===== src/rtl/compound_accumulator.sv =====
// compound_accumulator
//
// Consumes {x, y} word pairs from an upstream producer, buffers them in a
// small FIFO, folds x + y into a running 32-bit total and presents the total
// plus a saturating sample count to the next stage.
//
// Ports
//   clk           single clock, all state on posedge
//   rst           synchronous active-low reset
//   m_in          {x[31:0], y[31:0]} from the producer
//   m_in_sync     producer has valid data
//   m_in_notify   ready to accept m_in (registered, reflects post-update occupancy)
//   s_out         accumulated total
//   s_count       number of samples folded into s_out (saturates at 16'hFFFF)
//   s_out_sync    downstream ready
//   s_out_notify  s_out / s_count valid
//
// Parameters
//   DEPTH         input FIFO entries, power of two, >= 2
//   ACC_INIT      accumulator value loaded at reset

module compound_accumulator #(
   parameter int unsigned DEPTH    = 2,
   parameter logic [31:0] ACC_INIT = 32'h0
) (
   input  logic        clk,
   input  logic        rst,
   input  logic [63:0] m_in,
   input  logic        m_in_sync,
   output logic        m_in_notify,
   output logic [31:0] s_out,
   output logic [15:0] s_count,
   input  logic        s_out_sync,
   output logic        s_out_notify
);

   localparam int unsigned AddrW = (DEPTH > 1) ? $clog2(DEPTH) : 1;
   // One extra pointer bit separates the full and empty cases.
   localparam int unsigned PtrW  = AddrW + 1;

   typedef enum logic [0:0] {
      StRead,
      StWrite
   } state_e;

   // ---------------------------------------------------------------------------
   // State
   // ---------------------------------------------------------------------------
   state_e            state_q, state_d;
   logic [PtrW-1:0]   wr_ptr_q, wr_ptr_d;
   logic [PtrW-1:0]   rd_ptr_q, rd_ptr_d;
   logic              ready_q, ready_d;
   logic [31:0]       acc_q, acc_d;
   logic [15:0]       count_q, count_d;
   logic [63:0]       mem_q [DEPTH];

   // ---------------------------------------------------------------------------
   // FIFO status and handshakes
   // ---------------------------------------------------------------------------
   logic              fifo_empty;
   logic              full_next;
   logic              push;
   logic              pop;
   logic [63:0]       head;
   logic [31:0]       head_x;
   logic [31:0]       head_y;

   assign fifo_empty = (wr_ptr_q == rd_ptr_q);

   // Acceptance is gated by the registered ready only, so a pop in the same
   // cycle never opens the input combinationally.
   assign push = m_in_sync && ready_q;

   // Pop decisions look at the current occupancy; data pushed this cycle is
   // not visible until the next one (no bypass).
   assign pop = (state_q == StRead) && !fifo_empty;

   assign head   = mem_q[rd_ptr_q[AddrW-1:0]];
   assign head_x = head[63:32];
   assign head_y = head[31:0];

   always_comb begin
      wr_ptr_d = wr_ptr_q + PtrW'(push);
      rd_ptr_d = rd_ptr_q + PtrW'(pop);
   end

   assign full_next = (wr_ptr_d[AddrW] != rd_ptr_d[AddrW]) &&
                      (wr_ptr_d[AddrW-1:0] == rd_ptr_d[AddrW-1:0]);

   assign ready_d = !full_next;

   // ---------------------------------------------------------------------------
   // Section FSM and datapath next state
   // ---------------------------------------------------------------------------
   always_comb begin
      state_d = state_q;
      acc_d   = acc_q;
      count_d = count_q;

      unique case (state_q)
         StRead: begin
            if (pop) begin
               // 32-bit wraparound sum; carries out of bit 31 are dropped.
               acc_d   = acc_q + head_x + head_y;
               count_d = (count_q == 16'hFFFF) ? count_q : count_q + 16'd1;
               state_d = StWrite;
            end
         end
         StWrite: begin
            if (s_out_sync) begin
               state_d = StRead;
            end
         end
         default: begin
            state_d = StRead;
         end
      endcase
   end

   // ---------------------------------------------------------------------------
   // Registers
   // ---------------------------------------------------------------------------
   always_ff @(posedge clk) begin
      if (!rst) begin
         state_q  <= StRead;
         wr_ptr_q <= '0;
         rd_ptr_q <= '0;
         ready_q  <= 1'b1;
         acc_q    <= ACC_INIT;
         count_q  <= 16'h0;
      end else begin
         state_q  <= state_d;
         wr_ptr_q <= wr_ptr_d;
         rd_ptr_q <= rd_ptr_d;
         ready_q  <= ready_d;
         acc_q    <= acc_d;
         count_q  <= count_d;
      end
   end

   // Storage needs no reset: the pointers alone define which entries are live.
   always_ff @(posedge clk) begin
      if (rst && push) begin
         mem_q[wr_ptr_q[AddrW-1:0]] <= m_in;
      end
   end

   // ---------------------------------------------------------------------------
   // Outputs
   // ---------------------------------------------------------------------------
   assign m_in_notify  = ready_q;
   assign s_out_notify = (state_q == StWrite);
   assign s_out        = acc_q;
   assign s_count      = count_q;

endmodule


===== config.mk =====
export PLATFORM = sky130hd
export DESIGN_NAME = compound_accumulator
export DESIGN_NICKNAME = d
export VERILOG_FILES = /design/src/rtl/compound_accumulator.sv
export SDC_FILE = /design/constraint.sdc
export NUM_CORES = 1
export LEC_CHECK = 0
export CORE_AREA = 2 2 138 140
export DETAILED_ROUTE_END_ITERATION = 8
export DIE_AREA = 0 0 140 142
export HOLD_SLACK_MARGIN = 0.06
export PLACE_DENSITY = 0.78
export SLEW_MARGIN = 20
export SYNTH_ARGS = -nofsm -noshare
export SYNTH_HDL_FRONTEND = slang
export SYNTH_SLANG_ARGS = --single-unit

===== constraint.sdc =====
create_clock -name clk -period 8.78 [get_ports clk]
set_input_delay 2.634 -clock clk [delete_from_list [all_inputs] [get_ports clk]]
set_output_delay 2.634 -clock clk [all_outputs]
set_load 0.005 [all_outputs]

### After elaboration in Yosys (flattened, before gate mapping)

Memories as Yosys holds them, arrays and structs flattened. A register that Yosys moved wholly into a read port is not among the register bits.
Index checks and enable logic that the tools add are counted.

* equal/unequal tests: 4
* reductions and logical operators: 8
* bitwise gates (word level): 2
* add/subtract/negate cells: 5
* mux-type cells: 6

Operators with widths (count)
* $add 32x32->32: 2
* $add 16x1->16 const B: 1
* $eq 16x16->1 const B: 1
* $mux 1: 5
* $add 2x1->2: 2
* $logic_and 1x1->1: 4
* $reduce_and 3->1: 1
* $eq 2x2->1: 1
* $logic_not 1->1: 2
* $not 1->1: 2
* $pmux 1 s2: 1
* $reduce_and 2->1: 1
* $eq 1x1->1: 1
* $ne 1x1->1: 1

* word-level logic and storage cells: 32
* memories: 1
* bits in registers: 54
* bits in writable memories: 128

Memory list
* mem_q: depth 2, width 64, rd ports 1, clocked after memory_dff 1, write ports 1, RTL line 55 `logic [63:0] mem_q [DEPTH];`

### Depth between registers and ports, before layout

Gate-level depths: netlist of the first run.

* depth after elaboration: 7
* depth in mapped cells: 14
* depth with buffers taken out: 12

### Least setup slack after synthesis of the first run

OpenSTA, ideal clock, no wires.

* kind: input-to-reg
* start: input port rst
* end: memory mem_q[0][0] (enable)
* setup slack: 0.390 ns
* stages: 3
* path buffers: 1
* data required time: 8.202 ns
* arrival time: 7.812 ns
* cells stage by stage: clkbuf_1 clkinv_1 nor3b_1

* longest elaborated chain between the ends: 3

RTL lines
* start, declared: RTL line 27 `input logic rst,`
* $logic_and 1x1->1: RTL line 143 `if (rst && push) begin`
* $mux 1: RTL line 143
* $mux 1 (not written as such): RTL line 144 `mem_q[wr_ptr_q[AddrW-1:0]] <= m_in;`
* end, declared: RTL line 55

Every way passes these cells.

### Final worst setup path of the first run

* start: input port rst
* end: memory mem_q[0][34] (enable)

The elaborated chain is that of the path after synthesis.

==> results of run 1 <==
worst max-delay path by stage:
stage | cells after the start | slack (ps) | endpoint | from
after floorplan | 3 | 390 | mem_q[0][0] | rst
after CTS | 5 | 4410 | mem_q[0][52] | rst
after global routing | 5 | 4310 | mem_q[0][17] | rst
after global placement | 5 | 4040 | mem_q[0][33] | rst
after detailed placement | 5 | 3960 | mem_q[0][3] | rst
final | 5 | 4430 | mem_q[0][34] | rst
cell type report:
type,instances,share of cell area (%)
inverter,16,0.542
sequential,183,44.6
clock inverter,10,0.824
multi-input combinational,496,36.0
timing repair buffer,123,11.0
clock buffer,22,4.38
tap,234,2.64
critical path, cell delays in order:
cell	delay [ps]
clkdlybuf4s50_1	470
buf_4	250
clkinv_1	140
nor3b_2	180
buf_4	690
state kept, by name, summed over array words and instances, names as in the netlist, named ones only:
name	count
m_in_notify	1
s_out_notify	1
wr_ptr_q	2
s_out	32
mem_q	128
s_count	16
rd_ptr_q	2
kinds of logic (layout without fill, tap and decap cells):
group,Yosys count,count (layout),synth area share [%]
fa+ha+maj,65,65,11.6
compound gates,148,148,10.8
buf+inv,42,171,1.79
xor+xnor,32,32,3.08
flops,183,183,54.4
simple gates,184,184,10.2
mux,67,67,8.20
cells in the final DEF (no fill, tap or decap), types with 14 or more instances in the layout:
cell type / n
dfxtp_1: 54
o21ai_0: 17
mux2_2: 60
fa_1: 32
edfxtp_1: 128
ha_1: 33
a21oi_1: 54
nand3_1: 20
clkbuf_16: 18
clkdlybuf4s50_1: 117
nor2_1: 32
xnor2_1: 20
nand2_1: 55
inv_1: 14
a21o_1: 23
power breakdown:
part           switching, mW  leakage, nW  internal (mW)
registers             0.0723         1.62           1.06
logic                   1.17         2.15          0.887
clock network          0.318        0.291          0.424
total                   1.56         4.06           2.37
layer usage:
metal  track usage (%)  up-vias  wire length (um)
li1                  -     2927                 -
met1              25.1     2924              8280
met2              31.9      126              8970
met3              5.82       18              1060
met4              5.48        0               242
met5                 0        -                 0
==> results.md, run 1 <==
- FILL cells: roughly 1400
- RSZ-0062 raised after global routing: no
- Leakage: between 4 and 5 nW
- Top_reg_cell synth: edfxtp_1
- H-tree levels: 4
- Place WS: a little under 4000 ps
- Kind of end point of the critical path: flip-flop
- Worst Path Required: approximately 8800 ps
- Area growth syn-to-layout: 21.9%
- Storage element area: a little under 5000 um^2
- Vias in the first global route: 6033
- Total power: between 3 and 4 mW
- Part of the Yosys area used for sequential elements: approximately 54%
- Post-cts sizing count: 0
- Ant. Diodes: 0
- Synthesized netlist net count: between 800 and 900
- Layout cells sized above 1: between 10 and 15%
- Worst hold margin: 499 ps
- Ports: approximately 120
- Final core occ: around three fifths
- Pin count of the biggest net entering global routing: between 60 and 70
- Remaining antenna violation count: 0
- Gpl congestion: 0.864
- Post-Syn Area: just over 9000 um^2
- Hold EP: s_out_notify
- Cell taking the most area after synthesis: edfxtp_1
- Synth async-reset ratio: 0%
- Data arrival, critical path: roughly 4400 ps
- PortBufs: about 120
- DP Cell Count: between 1000 and 1500
- Syn_area_per_cell: between 10 and 15 um^2
- Final clock skew: around 8.3 ps
- Yosys warnings: 0
- Worst vdd ir: 0.258 mV
- Clk_lat worst skew: ~430 ps
- Post-synth EDFFs: between 100 and 150
- DIE AREA: approximately 20000 um^2
- Clk slew on worst S/H paths: around 70 ps
- Pins over their slew limit: 0
- Die Wd: between 100 and 150 um
- Hold wc startpoint: s_out_notify
- Final Hold Viols: 0
- CP Max Fanout: 64
- Fin Setup TNS: 0 ps
- Post-synth top area share: approximately 42%
- Cell count after synthesis: 721
- Failing checks: design-rule violations
- Worst slew pin tran: between 800 and 900 ps
- Crit start category: input port
- Initial Util: just under 50%
- Antenna violations before repair: 0
- Multi-input gate area: 3990 um^2
- Global-route wire length before repair: between 30000 and 40000 um
- Vias per std cell: approximately 5.5
- Clk sink count: between 150 and 200
- Core box area: about 18000 um^2
- Cts bufs inserted: 17
- Count leader, synth: edfxtp_1
- CTS tree: built
- Maximum clock insertion buffer count: 2
- Outcome: finished, violations left
- Synth unique cells: just over 60
- Max_slew headroom: between 40% and 50%
- GR Util All Layers: between 10% and 20%
- Synthesized flop and latch total: between 150 and 200
- Power Density: ~350 nW/um^2
- Top cells by area, synth: edfxtp_1 42%, dfxtp_1 12%, mux2_2 7.4%
- DRT iter0 DRCs: roughly 420
- R2R cell count: 11
- Fmax: around 230 MHz
- PnR worst setup slack: around 4400 ps
- Drt wl/cell: approximately 17 um
- Worst R2R Setup Slack: approximately 4700 ps
- Post-DP Area: 10500 um^2
- Min-Delay Path Depth: 2
- Final wirelength: ~19000 um
- Max-cap viol count: 0
- Via Count: around 6000
- Finish-stage setup viols: 0
- Hold_buf cts: 0
- Post-layout minimum cycle time: around 4400 ps
- Root buf cell: clkbuf_16
- Setup CP Type: in2reg
- HP Class: reg2reg
- Die height: 142 um
- DRT Pass-1 Iters: 9
- Post-DP HPWL: between 10000 and 15000 um
- Grt total ovfl: 0
- Commonest cells post-synth: 128 x edfxtp_1, 60 x mux2_2, 55 x dfxtp_1, 55 x nand2_1, 54 x a21oi_1
- Final instance area: between 10000 and 15000 um^2
- Final Instance Count excl. Fillers: 1084
- DRC violations left: 9
- Postcts setup bufs: 0
- Crit share post-route: approximately half
- Nets: 970
- Site Rows: 50
- R2R Path End: s_out[26]
No activity file was read; power rests on OpenSTA's default activity.
==> run 2: changes to the inputs <==
PLACE_DENSITY = 0.75   (was 0.78)
clock period = 4.4 ns   (was 8.78 ns; I/O delays follow)
==> results.md, run 2 (same netlist as run 1, synthesis figures left out) <==
- Layout cells sized above 1: about 13%
- Hold_buf cts: 0
- Worst Path Required: 4720 ps
- Leakage: approximately 4.1 nW
- Via Count: just over 6000
- Post-layout minimum cycle time: 3700 ps
- Ports: between 100 and 150
- Pin count of the biggest net entering global routing: 65
- DRC violations left: 10
- Vias per std cell: between 5 and 6
- Storage element area: approximately 4900 um^2
- R2R Path End: s_out[31]
- Pins over their slew limit: 0
- Max reg flops: 128
- Final clock skew: about 9 ps
- FILL cells: 1452
- Place WS: 756 ps
- Final Instance Count excl. Fillers: approximately 1100
- Setup CP Type: reg2reg
- Data arrival, critical path: roughly 4000 ps
- HP Class: reg2reg
- Nets: about 970
- Maximum clock insertion buffer count: 2
- Multi-input gate area: 4000 um^2
- Initial Util: roughly 50%
- Die Wd: between 100 and 150 um
- Failing checks: design-rule violations
- Final Hold Viols: 0
- DIE AREA: roughly 20000 um^2
- Crit start category: flip-flop
- Post-cts sizing count: 0
- Max_slew headroom: between 50% and 60%
- DRT iter0 DRCs: around 400
- R2R cell count: 12
- Remaining antenna violation count: 0
- Clk_lat worst skew: 430 ps
- Power Density: around 710 nW/um^2
- Kind of end point of the critical path: flip-flop
- GR Util All Layers: 20.1%
- Worst vdd ir: about 0.55 mV
- Final wirelength: slightly below 20000 um
- Post-DP HPWL: ~14000 um
- Crit share post-route: 84.0%
- Outcome: finished, violations left
- Area growth syn-to-layout: 22.6%
- Root buf cell: clkbuf_16
- Max-cap viol count: 0
- Postcts setup bufs: 0
- DRT Pass-1 Iters: 9
- Drt wl/cell: ~18 um
- RSZ-0062 raised after global routing: no
- Finish-stage setup viols: 0
- Die height: between 100 and 150 um
- Most frequent cells in the layout: 128 x edfxtp_1, 117 x clkdlybuf4s50_1, 60 x mux2_2
- CP Max Fanout: 18
- Cts bufs inserted: 17
- DP Cell Count: 1055
- Fin Setup TNS: 0 ps
- Grt total ovfl: 0
- Global-route wire length before repair: approximately 31000 um
- Clk sink count: about 180
- CP endpoint: s_out[31]
- Vias in the first global route: around 6000
- Worst R2R Setup Slack: 700 ps
- Antenna violations before repair: 1
- Clk slew on worst S/H paths: 60 ps
- Commonest non-fill, non-tap cell in the layout: edfxtp_1
- CTS tree: built
- Worst slew pin tran: slightly above 600 ps
- PortBufs: roughly 120
- Site Rows: 50
- Gpl congestion: 0.857
- Core box area: roughly 18000 um^2
- H-tree levels: 4
- PnR worst setup slack: 703 ps
- Fmax: ~270 MHz
## run 2: cell count changes in the layout (fill, tap and decap cells not counted), moves of 2 or more
cell / delta
bufinv_16: +2
clkbuf_8: -2
clkinv_1: +3
clkinv_2: -3
clkinvlp_4: +3
inv_6: -2
buf_12: +2
## run 2: where the power goes
| part | internal (mW) | switching, mW | total, mW |
|---|---|---|---|
| Sequential | 2.10 | 0.147 | 2.25 |
| Clock | 0.890 | 0.639 | 1.53 |
| Combinational | 1.80 | 2.38 | 4.17 |
| Total | 4.79 | 3.16 | 7.95 |
## run 2: stage by stage
stage	util [%]	hold WS (ps)	power [mW]	cell area [um^2]
6_report	60.4	489	7.95	11100
5_1_grt	60.4	519	8.55	11100
4_1_cts	60.4	490	7.97	11100
3_5_place_dp	57.2	470	6.40	10600
3_3_place_gp	57.2	469	6.34	10600
2_1_floorplan	-	462	5.30	9100
## run 2: worst min-delay path by stage
stage / start / cells after the start / to
5_1_grt: s_out[31] / 2 / s_out[31]
2_1_floorplan: s_out[31] / 2 / s_out[31]
3_5_place_dp: s_out[31] / 2 / s_out[31]
4_1_cts: s_out[31] / 2 / s_out[31]
6_report: s_out[31] / 2 / s_out[31]
3_3_place_gp: s_out[31] / 2 / s_out[31]
## run 2: final cells by class
| cell class | count | share of cell area (%) |
|---|---|---|
| multi-input combinational | 496 | 35.8 |
| clock inverter | 13 | 1.39 |
| timing repair buffer | 126 | 11.3 |
| clock buffer | 19 | 3.88 |
| antenna | 1 | 0.0224 |
| tap | 234 | 2.63 |
| inverter | 16 | 0.539 |
| sequential | 183 | 44.4 |
## run 2: metal layers
layer | up-vias | global-route usage (%) | share of wire, %
met2 | 150 | 33.2 | 48
met4 | 0 | 5.05 | 1.2
met1 | 2963 | 26.3 | 44
met3 | 23 | 6.12 | 6.7
li1 | 2930 | - | -
met5 | - | 0 | 0
## run 2: worst max-delay path, stage by stage (launching register included)
cell,delay [ps]
dfxtp_2,340
buf_4,260
mux2_2,380
fa_1,460
ha_1,250
fa_1,420
a21oi_1,330
o211ai_2,140
nand4_1,210
a21oi_1,100
or2_0,220
o311a_1,350
mux2i_1,120
==> run 3: changes to the inputs <==
PLACE_DENSITY = 0.78   (was 0.75)
clock period = 3.15 ns   (was 4.4 ns; I/O delays follow)
==> results.md, run 3 (same netlist as run 1, synthesis figures left out) <==
- Commonest non-fill, non-tap cell in the layout: edfxtp_1
- Post-DP HPWL: 14800 um
- Site Rows: 50
- Max_slew headroom: 60.7%
- Leakage: 4.81 nW
- Met3 routed wirelength: approximately 1200 um
- Final core occ: around 70%
- Die height: approximately 140 um
- Vias in the first global route: 6873
- Grt total ovfl: 0
- Post-DP Area: 11500 um^2
- Met2 wire length: between 10000 and 15000 um
- DIE AREA: 19900 um^2
- Ant. Diodes: 0
- Wire length on met1: 9390 um
- Remaining antenna violation count: 0
- DRT iter0 DRCs: 407
- Root buf cell: clkbuf_16
- Die Wd: 140 um
- CTS tree: built
- Final clock skew: 11.8 ps
- Fmax: 295 MHz
- Kind of end point of the critical path: flip-flop
- Pin count of the biggest net entering global routing: 43
- PnR worst setup slack: -241 ps
- GR Util All Layers: a little over a fifth
- H-tree levels: 4
- Vias per std cell: roughly 5.6
- Post-layout minimum cycle time: ~3400 ps
- Crit share post-route: 108%
- Outcome: finished, violations left
- Setup CP Type: reg2reg
- Global-route wire length before repair: about 34000 um
- HP Class: reg2reg
- Clk sink count: ~180
- Crit start category: flip-flop
- Failing checks: design-rule violations, negative setup slack
- Power Density: 1150 nW/um^2
- Worst R2R Setup Slack: -240 ps
- Initial Util: 49.3%
- Finish-stage setup viols: 15
- Data arrival, critical path: around 3800 ps
- Uppermost layer routed: met4
- Via Count: approximately 6700
- Final Hold Viols: 0
- Clk slew on worst S/H paths: ~70 ps
- Final wirelength: roughly 22000 um
- DRT Pass-1 Iters: 9
- DRC violations left: 7
- Max reg flops: between 100 and 150
- Antenna violations before repair: 0
- Maximum clock insertion buffer count: 2
- Hold wc startpoint: s_out[31]
- Worst vdd ir: about 0.57 mV
- Drt wl/cell: 18.4 um
- Core box area: roughly 18000 um^2
- RSZ-0062 raised after global routing: yes
- Final instance area: roughly 13000 um^2
- Max-cap viol count: 0
- Worst slew pin tran: about 590 ps
- Ports: between 100 and 150
- Clk_lat worst skew: approximately 440 ps
- PortBufs: between 100 and 150
- Most frequent cells in the layout: 128 x edfxtp_1, 117 x clkdlybuf4s50_1, 102 x buf_4
- Pins over their slew limit: 0
- Gpl congestion: 0.899
- Worst Path Required: 3530 ps
- Nets: ~1100
- CP Max Fanout: 6
- Area growth syn-to-layout: 41.6%
- Cts bufs inserted: 17
- Layout cells sized above 1: between 30% and 40%
==> run 3: report_power, final <==
| part | leakage [nW] | switching [mW] | internal (mW) | total [mW] |
|---|---|---|---|---|
| logic | 2.90 | 4.64 | 4.84 | 9.49 |
| registers | 1.62 | 0.219 | 2.94 | 3.16 |
| clock network | 0.277 | 0.897 | 1.21 | 2.10 |
| total | 4.81 | 5.76 | 8.99 | 14.7 |
==> run 3: what timing repair did <==
action                                  4_1_cts  5_1_grt
endpoints found under the setup margin       16       22
pin swaps                                    41       47
gates resized for setup                      50       79
endpoints found under the hold margin         0        0
gates cloned                                  1        1
buffers inserted                              9       12
hold buffers                                  0        0
==> run 3: path summary, 6_finish.rpt <==
path,end,cells after the start
max reg2reg,s_out[29],12
min,s_out[31],2
max,s_out[29],12
min reg2reg,s_out[31],2
==> run 3: cell type report <==
cell class                 count  area [um^2]
clock inverter                12          126
inverter                      16         72.6
multi-input combinational    496         4700
tap                          234          293
clock buffer                  20          457
fill                        1237         5580
timing repair buffer         239         2270
sequential                   183         4950
==> run 3: metal layers <==
metal | vias up | track usage, %
met5 | - | 0
met4 | 0 | 6.65
met3 | 38 | 5.52
met2 | 194 | 37.1
met1 | 3321 | 28.3
li1 | 3153 | -
==> run 3: stage by stage <==
step                      setup WS, ps  hold slack, ps  TNS [ps]  power (mW)  instances
final                             -241             479     -2230        14.7       1200
after global routing              -329             508     -4100        15.6       1200
after CTS                         -174             485     -1710        13.5       1188
after detailed placement          -231             474     -1900        10.6       1146
after global placement            -166             460     -1310        10.5       1146
after floorplan                  -88.4             462     -5700        7.82        721
==> run 3: critical path: stages, from the launching register on <==
cell and delay [ps]:
dfxtp_4 400, buf_12 160, buf_8 130, mux2_4 310, fa_2 480, ha_4 320
o211ai_1 160, nor3_4 200, nand2_2 110, a211oi_4 360, o31ai_4 130, or4_1 470
nand3_1 90
